`config.mk`:
```
export PLATFORM = sky130hd
export DESIGN_NAME = load_store_unit
export DESIGN_NICKNAME = d
export VERILOG_FILES = /design/src/rtl/lsu_pkg.sv /design/src/rtl/lsu_extend.sv /design/src/rtl/load_store_unit.sv
export SDC_FILE = /design/constraint.sdc
export NUM_CORES = 1
export LEC_CHECK = 0
export BUFFER_PORTS_ARGS = -buffer_cell sky130_fd_sc_hd__buf_2
export CAP_MARGIN = 0
export CORE_UTILIZATION = 24
export CTS_BUF_LIST = sky130_fd_sc_hd__clkbuf_8
export DETAILED_ROUTE_END_ITERATION = 7
export PLACE_DENSITY = 0.54
export SETUP_SLACK_MARGIN = 0.3
export SYNTH_ARGS = -nofsm -noshare
export SYNTH_HDL_FRONTEND = slang
export SYNTH_SLANG_ARGS = --single-unit
export TNS_END_PERCENT = 30
```
`constraint.sdc`:
```
create_clock -name clock -period 9.3 [get_ports clock]
set_input_delay 0.93 -clock clock [delete_from_list [all_inputs] [get_ports clock]]
set_output_delay 0.93 -clock clock [all_outputs]
set_load 0.02 [all_outputs]
```
`src/rtl/lsu_pkg.sv`:
```
// Shared types and helpers for the load/store unit: FSM states, RV32I funct3 codes, alignment rules.
// Under MISALIGN_TRAP_EN the SPLIT state does not exist.
package lsu_pkg;

`ifdef MISALIGN_TRAP_EN
    typedef enum logic [1:0] {
        IDLE    = 2'd0,
        ALIGNED = 2'd1,
        RESP    = 2'd3
    } lsu_state_t;
`else
    typedef enum logic [1:0] {
        IDLE    = 2'd0,
        ALIGNED = 2'd1,
        SPLIT   = 2'd2,
        RESP    = 2'd3
    } lsu_state_t;
`endif

    localparam logic [2:0] LB  = 3'b000;
    localparam logic [2:0] LH  = 3'b001;
    localparam logic [2:0] LW  = 3'b010;
    localparam logic [2:0] LBU = 3'b100;
    localparam logic [2:0] LHU = 3'b101;
    localparam logic [2:0] SB  = 3'b000;
    localparam logic [2:0] SH  = 3'b001;
    localparam logic [2:0] SW  = 3'b010;

    function automatic logic f3_illegal(input logic [2:0] f3);
        return (f3[1:0] == 2'b11) || (f3[2:1] == 2'b11);
    endfunction

    function automatic logic misaligned(input logic [2:0] f3, input logic [1:0] a);
        case (f3[1:0])
            2'b01:   return a[0];
            2'b10:   return a != 2'b00;
            default: return 1'b0;
        endcase
    endfunction

    // Index of the final byte access when a halfword or word is split.
    function automatic logic [1:0] last_idx(input logic [2:0] f3);
        return f3[1] ? 2'd3 : 2'd1;
    endfunction

endpackage

```
`src/rtl/lsu_extend.sv`:
```
// Load-data extension: sign/zero extends from bit 7 or 15 according to funct3; combinational, 0 latency.
// No flow control.
module lsu_extend
    import lsu_pkg::*;
(
    input  logic [31:0] data_i,
    input  logic [2:0]  funct3_i,
    output logic [31:0] data_o
);

    logic sgn;

    always_comb begin
        sgn = ~funct3_i[2];
        case (funct3_i[1:0])
            LB[1:0]: data_o = {{24{sgn & data_i[7]}},  data_i[7:0]};
            LH[1:0]: data_o = {{16{sgn & data_i[15]}}, data_i[15:0]};
            default: data_o = data_i;
        endcase
    end

endmodule

```
`src/rtl/load_store_unit.sv`:
```
// RV32I load/store unit: latency 1 (error), 2 (aligned), N+1 (split byte accesses); one request in flight,
// req_ready only when idle, response held until resp_ready. MISALIGN_TRAP_EN traps misaligned accesses instead of splitting.
module load_store_unit
    import lsu_pkg::*;
(
    input  logic        clock,
    input  logic        reset,
    input  logic        req_valid,
    output logic        req_ready,
    input  logic        req_we,
    input  logic [2:0]  req_funct3,
    input  logic [31:0] req_addr,
    input  logic [31:0] req_wdata,
    output logic        resp_valid,
    input  logic        resp_ready,
    output logic [31:0] resp_rdata,
    output logic        resp_err,
    output logic [31:0] mem_addr,
    output logic [31:0] mem_wdata,
    output logic        mem_w_en,
    output logic [2:0]  mem_funct3,
    input  logic [31:0] mem_rdata
);

    lsu_state_t  state_q, state_d;
    logic        we_q, we_d;
    logic [2:0]  f3_q, f3_d;
    logic [31:0] addr_q, addr_d;
    logic [31:0] wdata_q, wdata_d;
    logic [31:0] rdata_q, rdata_d;
    logic        err_q, err_d;
    logic [31:0] ext_in, ext_out;

`ifdef MISALIGN_TRAP_EN
    assign ext_in = mem_rdata;
`else
    logic [1:0]  idx_q, idx_d;
    logic [31:0] buf_q, buf_d, buf_merged;

    // Buffer with this cycle's byte already in its lane, so the last byte can be extended directly.
    always_comb begin
        buf_merged = buf_q;
        buf_merged[{idx_q, 3'b000} +: 8] = mem_rdata[7:0];
    end

    assign ext_in = (state_q == SPLIT) ? buf_merged : mem_rdata;
`endif

    lsu_extend u_extend (
        .data_i   (ext_in),
        .funct3_i (f3_q),
        .data_o   (ext_out)
    );

    assign req_ready  = (state_q == IDLE);
    assign resp_valid = (state_q == RESP);
    assign resp_rdata = rdata_q;
    assign resp_err   = err_q;

    always_comb begin
        state_d    = state_q;
        we_d       = we_q;
        f3_d       = f3_q;
        addr_d     = addr_q;
        wdata_d    = wdata_q;
        rdata_d    = rdata_q;
        err_d      = err_q;
`ifndef MISALIGN_TRAP_EN
        idx_d      = idx_q;
        buf_d      = buf_q;
`endif
        mem_addr   = 32'd0;
        mem_wdata  = 32'd0;
        mem_w_en   = 1'b0;
        mem_funct3 = 3'b000;

        case (state_q)
            IDLE: begin
                if (req_valid) begin
                    we_d    = req_we;
                    f3_d    = req_funct3;
                    addr_d  = req_addr;
                    wdata_d = req_wdata;
                    rdata_d = 32'd0;
                    err_d   = 1'b0;
`ifndef MISALIGN_TRAP_EN
                    idx_d   = 2'd0;
                    buf_d   = 32'd0;
`endif
                    if (f3_illegal(req_funct3)) begin
                        state_d = RESP;
                        err_d   = 1'b1;
                    end else if (misaligned(req_funct3, req_addr[1:0])) begin
`ifdef MISALIGN_TRAP_EN
                        state_d = RESP;
                        err_d   = 1'b1;
`else
                        state_d = SPLIT;
`endif
                    end else begin
                        state_d = ALIGNED;
                    end
                end
            end
            ALIGNED: begin
                mem_addr   = addr_q;
                mem_wdata  = wdata_q;
                mem_w_en   = we_q;
                mem_funct3 = f3_q;
                rdata_d    = we_q ? 32'd0 : ext_out;
                state_d    = RESP;
            end
`ifndef MISALIGN_TRAP_EN
            SPLIT: begin
                mem_addr   = addr_q + {30'd0, idx_q};
                mem_wdata  = {24'd0, wdata_q[{idx_q, 3'b000} +: 8]};
                mem_w_en   = we_q;
                mem_funct3 = we_q ? SB : LBU;
                buf_d      = buf_merged;
                if (idx_q == last_idx(f3_q)) begin
                    rdata_d = we_q ? 32'd0 : ext_out;
                    state_d = RESP;
                end else begin
                    idx_d   = idx_q + 2'd1;
                end
            end
`endif
            RESP: begin
                if (resp_ready) begin
                    state_d = IDLE;
                end
            end
            default: state_d = IDLE;
        endcase
    end

    always_ff @(posedge clock or posedge reset) begin
        if (reset) begin
            state_q <= IDLE;
            we_q    <= 1'b0;
            f3_q    <= 3'b000;
            addr_q  <= 32'd0;
            wdata_q <= 32'd0;
            rdata_q <= 32'd0;
            err_q   <= 1'b0;
`ifndef MISALIGN_TRAP_EN
            idx_q   <= 2'd0;
            buf_q   <= 32'd0;
`endif
        end else begin
            state_q <= state_d;
            we_q    <= we_d;
            f3_q    <= f3_d;
            addr_q  <= addr_d;
            wdata_q <= wdata_d;
            rdata_q <= rdata_d;
            err_q   <= err_d;
`ifndef MISALIGN_TRAP_EN
            idx_q   <= idx_d;
            buf_q   <= buf_d;
`endif
        end
    end

endmodule

```
======== Word level (Yosys, flattened, before mapping) ========
Cells that the tools add are included.
storage, ports and cells
  register bits ........................... 137
  input bits .............................. 104
  output and inout bits ................... 103
operators by class
  $add $sub $neg .......................... 3
  equal/unequal tests ..................... 13
  shift operators ......................... 3
  multiplexer cells ....................... 28
  bitwise logic cells ..................... 3
  reductions and logical operators ........ 12
operators by type and width
  operator                                                                 count
  32-bit case mux with 2 select lines                                      4
  32-bit two-way mux                                                       4
  32-bit case mux with 3 select lines                                      1
  32-bit by 2-bit adder with 32-bit output                                 1
  32-bit bitwise mux                                                       1
  8-bit by 7-bit variable shift with 32-bit output, first input constant   1
  32-bit by 6-bit variable part select with 8-bit output                   1
  8-bit by 7-bit variable part select with 32-bit output                   1
  2-bit two-way mux                                                        8
  2-bit == test, second input constant                                     5
  3-bit AND reduction                                                      3
  2-bit case mux with 4 select lines                                       1
  5-bit negator with 7-bit output                                          1
  2-bit by 1-bit == test with 1-bit output, second input constant          3
  3-bit case mux with 2 select lines                                       1
  1-bit two-way mux                                                        5
  2-bit zero test                                                          2
  2-bit by 1-bit inequality test with 1-bit output, second input constant  2
  2-bit inequality test, second input constant                             2
  2-bit case mux with 2 select lines                                       1
  2-bit AND reduction                                                      2
  2-bit nonzero test                                                       2
  3-bit two-way mux                                                        1
  3-bit nonzero test                                                       1
  7 further kinds                                                          8

======== Logic depth before layout (Yosys ltp) ========
Gate-level depths: netlist of run 1.
  depth in word-level cells ............... 9
  mapped depth ............................ 10

======== Modules after synthesis ========
From an unflattened synthesis of run 1, not the netlist that was laid out.
unflattened totals
  cell total of the unflattened synthesis .. 825
  area total of the unflattened synthesis .. 8001.4 µm²
modules (own cells, without submodules)
  module           times used  cells an instance  area an instance (µm²)
  load_store_unit  1           758                7646.1
  lsu_extend       1           67                 355.3

======== Least setup slack after synthesis of run 1 ========
No wires, ideal clock.
  path kind ............................... register to output
  from .................................... register state_q[0]
  to ...................................... output mem_addr[20]
  arrival time ............................ 2.211 ns
  data required time ...................... 8.370 ns
  setup slack ............................. 6.159 ns
  cell stages (with the launch flop) ...... 9
  cells stage by stage .................... dfrtp_1 -> inv_1 -> ha_1 -> clkbuf_1 -> clkbuf_1 -> and2_1 -> clkbuf_1 -> nand3_1 -> o31ai_1
on the way
  longest elaborated chain between the ends .. 2
  elaborated cells on any way between the ends .. 3
RTL lines
  element                                                                    line                    RTL
  start, declared                                                            load_store_unit.sv:25   lsu_state_t state_q, state_d;
  start signal, assigned                                                     load_store_unit.sv:151  state_q <= state_d;
  2-bit == test or 2-bit by 1-bit == test with 1-bit output (tied branches)  load_store_unit.sv:77   case (state_q)
  32-bit case mux with 2 select lines *                                      load_store_unit.sv:77
  end, declared                                                              load_store_unit.sv:18   output logic [31:0] mem_addr,
Every way passes the cells marked *; elsewhere a longest branch is shown, timed or not.

======== Final worst setup path of run 1 ========
  from .................................... register state_q[0]
  to ...................................... output mem_addr[26]
The elaborated chain is that of the path after synthesis.

==> run_results.csv, run 1 <==
group,metric,value,unit
synth,synth-compound-area-share,0.204,
clock_tree,cts_setup_buffers,0,
critical_path,critical_path.max_fanout,29,
final_layout,fin_util,0.306,
routing,antenna_left,0,
synth,syn-cell-area,0.00764,sq mm
routing,drt_wl_total,24.3,mm
synth,ys_seq_area_frac,0.449,
synth,synth_seq_cells,137,
critical_path,critPathCapture,"mem_addr[26]",
global_route,first_global_vias,6504,
routing,met1Wirelength,11.0,mm
synth,synthArstFlopShare,1.00,
run,maxCapViolations,0,
power,ir_worst_vdd,0.182,mV
placement,hpwl,17.2,mm
clock_tree,insertion_delay,0.46,ns
synth,yosysMostFrequentCell,"dfrtp_1",
critical_path,rr_worst_depth,7,
synth,synth.area.top_cells,"dfrtp_1 45%, mux2_2 9.7%, a22o_1 6.5%, o21ai_0 3.5%, nand2_1 3.4%",
critical_path,cp-end-kind,"primary output",
timing,tns,0,ns
synth,synth_top_area_frac,0.449,
clock_tree,root_buffer,"clkbuf_8",
critical_path,regToRegSetupSlack,5.90,ns
synth,synthSimpleGateAreaFrac,0.151,
timing,slew_viol_final,0,
synth,ys_types,51,
clock_tree,cts.repair.resized,0,
die,pin_count,207,
synth,synth_top_family_by_area,"compound AO/OA/AOI/OAI gates",
timing,tightestPinTransition,1.01,ns
synth,synth_top_cell_by_area,"dfrtp_1",
clock_tree,tritoncts,"yes",
global_route,antenna_found_initial,1,
die,num_rows,64,
critical_path,arrival,3.63,ns
global_route,grt_pass1_wl,37.8,mm
die,initial_core_util,0.247,
critical_path,start_kind,"flip-flop",
routing,vias,6670,
synth,synth_ff_type,"dfrtp_1",
timing,maxSlewHeadroom,0.327,
placement,pre_cts_ws,5.29,ns
timing,hold_violations,0,
die,die-area,0.0325,sq mm
die,fp.dieW,180,um
synth,synthMuxAreaShare,0.121,
power,switching_share,0.456,
routing,wl_met2,11.5,mm
synth,synthTopCellsByCount,"137 x dfrtp_1, 69 x nand2_1, 66 x mux2_2",
die,fp.dieH,180,um
timing,fmax,219,MHz
synth,syn_avg_cell_area,10.1,sq um
synth,synth_fp_nets,873,
critical_path,cp.required,8.37,ns
power,share_seq_of_total_power,0.309,
global_route,overflow,0,
routing,drt_pass1_iterations,5,
clock_tree,hold_buffers,0,
power,comb_power_share,0.517,
routing,drt_iter0_drc,418,
routing,viasPerCell,5.00,
synth,synth_fa_ha_area_frac,0.0272,
clock_tree,cts_buffers,17,
final_layout,nNetsFinal,1046,
global_route,grt.total_usage,0.151,
power,pwr-share-clk,0.174,
timing,rsz0062_at_grt,"false",
status,status,"completed",
timing,whs,0.480,ns
routing,drcViolationCount,0,
critical_path,r2r_end,"resp_rdata[18]",
placement,io_buffers,206,
routing,top_layer_used,"met5",
critical_path,reg2reg_from,"idx_q[1]",
final_layout,syn_to_final_growth,23.8,%
global_route,grt_start_max_net_pins,80,
synth,synthXorXnorAreaFrac,0.00573,
routing,routedWlPerCell,18.2,um
timing,clock_skew,0.0153,ns
power,p_total,3.35,mW
power,p_int,1.82,mW
die,core_area,0.0309,sq mm
placement,gp_congestion,0.768,
synth,synth_edf_count,0,
clock_tree,cts.sinks,137,
routing,met3_length,1.55,mm
synth,syn_inst,753,
critical_path,crit_type,"flip-flop to primary output",
clock_tree,clk_path_buf_depth,2,
min_path,min_path_type,"flip-flop to flip-flop",
timing,fin_crit,4.56,ns
synth,yosys_warnings,0,
clock_tree,cts-htree-levels,4,
final_layout,drive_gt1_frac,0.350,
timing,fin_ws,4.74,ns
final_layout,antenna_cells,0,
power,p_switching,1.53,mW
power,p_per_area,355,mW/mm^2
power,power_leakage,4.36,nW
clock_tree,path_clk_slew,0.09,ns
timing,setup_viol,0,
critical_path,startpoint,"state_q[0]",
timing,post-route-period-util,0.490,
[critical path: stages, from the launching register on]
cell,delay [ns]
dfrtp_1,0.41
inv_1,0.14
ha_2,0.56
buf_4,0.42
and2_1,0.71
nand4_1,0.24
o31ai_1,0.41
buf_2,0.24
[state kept, by name (all words and copies together) (netlist names)]
name,flops
addr_q,32
buf_q,32
resp_rdata,32
wdata_q,32
f3_q,3
idx_q,2
state_q,2
resp_err,1
we_q,1
[stage by stage]
step	cell area [sq um]	cells
floorplan	7640	753
global placement	8990	1303
detailed placement	8990	1303
CTS	9450	1335
global route	9450	1335
finish	9450	1335
[per-layer routing]
metal,GRT usage,vias up
met5,0,-
met4,0.0369,2
met1,0.197,3257
met2,0.243,233
met3,0.0447,19
li1,-,3159
[power groups by stage]
| stage | logic (mW) | registers (mW) | clock network, mW |
|---|---|---|---|
| 2_1_floorplan | 1.25 | 0.985 | 0 |
| 3_3_place_gp | 1.74 | 1.04 | 0 |
| 3_5_place_dp | 1.75 | 1.05 | 0 |
| 4_1_cts | 1.76 | 1.03 | 0.603 |
| 5_1_grt | 1.90 | 1.07 | 0.631 |
| 6_report | 1.73 | 1.04 | 0.583 |
[cell families (layout without fill, tap and decap cells)]
logic type | after synthesis | count (layout)
buffers and inverters | 78 | 264
flip-flops | 137 | 137
AO/OA/AOI/OAI | 222 | 222
adder cells (fa/ha/maj) | 16 | 16
AND/OR/NAND/NOR | 221 | 221
multiplexers | 74 | 74
XOR/XNOR | 5 | 5
[how the worst min path moves through the flow]
stage | startpoint | to | cells after the start
3_5_place_dp | buf_q[31] | buf_q[31] | 2
5_1_grt | resp_rdata[6] | resp_rdata[6] | 2
3_3_place_gp | buf_q[31] | buf_q[31] | 2
2_1_floorplan | buf_q[31] | buf_q[31] | 2
4_1_cts | buf_q[31] | buf_q[31] | 2
6_report | resp_rdata[0] | resp_rdata[0] | 2
[layout make-up]
class,instances,area [sq um]
Clock buffer,19,262
Clock inverter,13,199
Fill cell,3266,21500
Inverter,17,71.3
Multi-Input combinational cell,538,3900
Sequential cell,137,3430
Tap cell,396,495
Timing Repair Buffer,215,1100
[cells in the final DEF, fill, tap and decap left out, types with 3 or more instances in the layout]
master     Yosys  routed
o31ai_1        6       6
a22o_1        57      57
a221oi_1       9       9
o22ai_1       10      10
a21oi_1       21      21
clkinv_2       0       4
bufinv_16      0       5
mux4_2         8       8
a31oi_1       13      13
inv_1         14      14
nor3_1         6       6
buf_4          0       9
nor4_1         7       6
nor2_1        17      17
o21ai_1        5       5
a2bb2oi_1      7       7
and4_1         4       4
clkbuf_8       0      19
and2_1        33      33
nor2b_1       17      17
dfrtp_1      137     137
a22oi_1       23      23
mux2_2        66      66
nand2b_1       4       4
a41oi_1        5       5
o21ai_0       54      54
a21o_1         3       3
xnor2_1        3       3
ha_1          15      14
nand4_1        9       9
nand3_1       31      31
nand2_1       69      68
or3_1          3       3
buf_2          5     206
and3_1        11      11
or4_1          3       3
No activity file was read; power rests on OpenSTA's default activity.
==> inputs of run 2 (changes only) <==
clock period = 4.4 ns   (was 9.3 ns; I/O delays follow)
==> run 2 against run 1 <==
  * Sequential share of layout area shrank 0.30 points
  * Clock power increased by 130%
  * Critical path depth unchanged
  * Core utilization increased by 0.25 points
  * Cell area is 0.82% higher
  * Non-clock buffer count increased by 3
  * Die area is the same
  * Sequential power increased by 110%
  * Highest routed layer unchanged
  * Total power increased by 110%
==> run_results.csv, run 2 (synthesis gave the netlist of run 1 again) <==
group,metric,value,unit
clock_tree,cts_buffers,17,
critical_path,slowest_stage,"nand2_1",
final_layout,final_common_cell,"buf_2",
routing,drt_iter0_drc,351,
global_route,grt_pass1_wl,39.1,mm
power,p_per_area,755,mW/mm^2
status,status,"completed",
power,comb_power_share,0.506,
power,p_total,7.19,mW
timing,tightestPinTransition,1.22,ns
critical_path,critical-path-max-stage-delay,0.75,ns
routing,routedWlPerCell,18.5,um
placement,pre_cts_ws,1.13,ns
timing,maxSlewHeadroom,0.188,
routing,drcViolationCount,0,
timing,fin_ws,0.665,ns
power,share_seq_of_total_power,0.307,
final_layout,drive_gt1_frac,0.354,
final_layout,post-route-cell-area,0.00953,sq mm
timing,hold_violations,0,
die,die-area,0.0325,sq mm
critical_path,crit_type,"flip-flop to primary output",
clock_tree,path_clk_slew,0.08,ns
die,fp.dieW,180,um
power,switching_share,0.451,
placement,gp_congestion,0.761,
timing,fmax,268,MHz
power,p_int,3.95,mW
die,fp.dieH,180,um
clock_tree,cts.repair.resized,0,
routing,antenna_left,0,
placement,dp.cells,1306,
die,initial_core_util,0.247,
timing,post-route-period-util,0.849,
routing,viasPerCell,5.06,
final_layout,nNetsFinal,1049,
critical_path,arrival,3.29,ns
routing,drt_wl_total,24.7,mm
die,pin_count,207,
critical_path,crit_path_cell_trace,"inv_1 -> ha_2 -> nand2_1 -> nor4_1 -> a22oi_1 -> o21ai_0 -> buf_2",
timing,setup_viol,0,
global_route,overflow,0,
power,ir_worst_vdd,0.429,mV
run,maxCapViolations,0,
power,pwr-share-clk,0.187,
critical_path,start_kind,"flip-flop",
final_layout,antenna_cells,0,
timing,tns,0,ns
timing,fin_crit,3.73,ns
timing,clock_skew,0.0112,ns
global_route,grt_start_max_net_pins,138,
critical_path,cp-end-kind,"primary output",
final_layout,mostFrequentLayoutCells,"206 x buf_2, 137 x dfrtp_1, 68 x nand2_1",
global_route,antenna_found_initial,1,
timing,whs,0.198,ns
routing,drt_pass1_iterations,5,
power,p_switching,3.24,mW
routing,vias,6770,
critical_path,cp.required,3.96,ns
critical_path,r2r_end,"resp_rdata[24]",
clock_tree,tritoncts,"yes",
clock_tree,cts_setup_buffers,0,
clock_tree,clk_path_buf_depth,2,
critical_path,worst-path-buf-inv,2,
final_layout,syn_to_final_growth,24.8,%
global_route,grt.total_usage,0.155,
placement,hpwl,17.2,mm
critical_path,reg2reg_from,"state_q[0]",
timing,rsz0062_at_grt,"false",
final_layout,fin_util,0.308,
clock_tree,insertion_delay,0.47,ns
critical_path,critical_path.max_fanout,29,
placement,dpl_cell_area,0.00902,sq mm
power,power_leakage,4.39,nW
placement,io_buffers,206,
die,num_rows,64,
timing,slew_viol_final,0,
clock_tree,cts.sinks,137,
clock_tree,cts-htree-levels,4,
clock_tree,root_buffer,"clkbuf_8",
critical_path,critPathTopFamily,"simple AND/OR/NAND/NOR gates",
global_route,first_global_vias,6631,
min_path,min_path_type,"input port to asynchronous set/reset pin",
critical_path,regToRegSetupSlack,1.21,ns
die,core_area,0.0309,sq mm
critical_path,rr_worst_depth,7,
final_layout,final_cell_count_no_fill,1338,
clock_tree,hold_buffers,0,
[run 2: power groups by stage]
stage / clock, mW / combinational [mW] / sequential, mW
after global placement: 0 / 3.64 / 2.22
after detailed placement: 0 / 3.67 / 2.23
after CTS: 1.39 / 3.69 / 2.20
after global routing: 1.44 / 4.00 / 2.30
after floorplan: 0 / 2.64 / 2.08
final: 1.35 / 3.64 / 2.21
[run 2: worst max-delay path by stage]
stage / startpoint / endpoint / cells past startpoint
floorplan: idx_q[1] / resp_rdata[17] / 9
global placement: idx_q[1] / mem_addr[23] / 8
detailed placement: state_q[0] / mem_addr[29] / 7
CTS: idx_q[1] / mem_addr[23] / 8
global route: state_q[0] / mem_addr[29] / 7
finish: state_q[0] / mem_addr[29] / 7
[run 2: layout make-up]
cell class | count | area, sq um
flip-flops and latches | 137 | 3430
multi-input cells | 538 | 3900
inverters | 17 | 70.1
clock buffers | 17 | 234
repair buffers | 218 | 1130
clock inverters | 15 | 270
well taps | 396 | 495
fillers | 3261 | 21400
[run 2: tightest hold or removal path, cell delays in order]
cell and delay, ns:
buf_2 0.11, clkinvlp_4 0.07, buf_12 0.52
[run 2: layer usage]
layer | global-route usage | share of wire | up-vias | wire (um)
met5 | 0 | 0.00053 | - | 13
met4 | 0.0434 | 0.013 | 2 | 323
met3 | 0.0368 | 0.060 | 26 | 1490
met2 | 0.248 | 0.47 | 240 | 11600
met1 | 0.207 | 0.45 | 3330 | 11200
li1 | - | - | 3172 | -
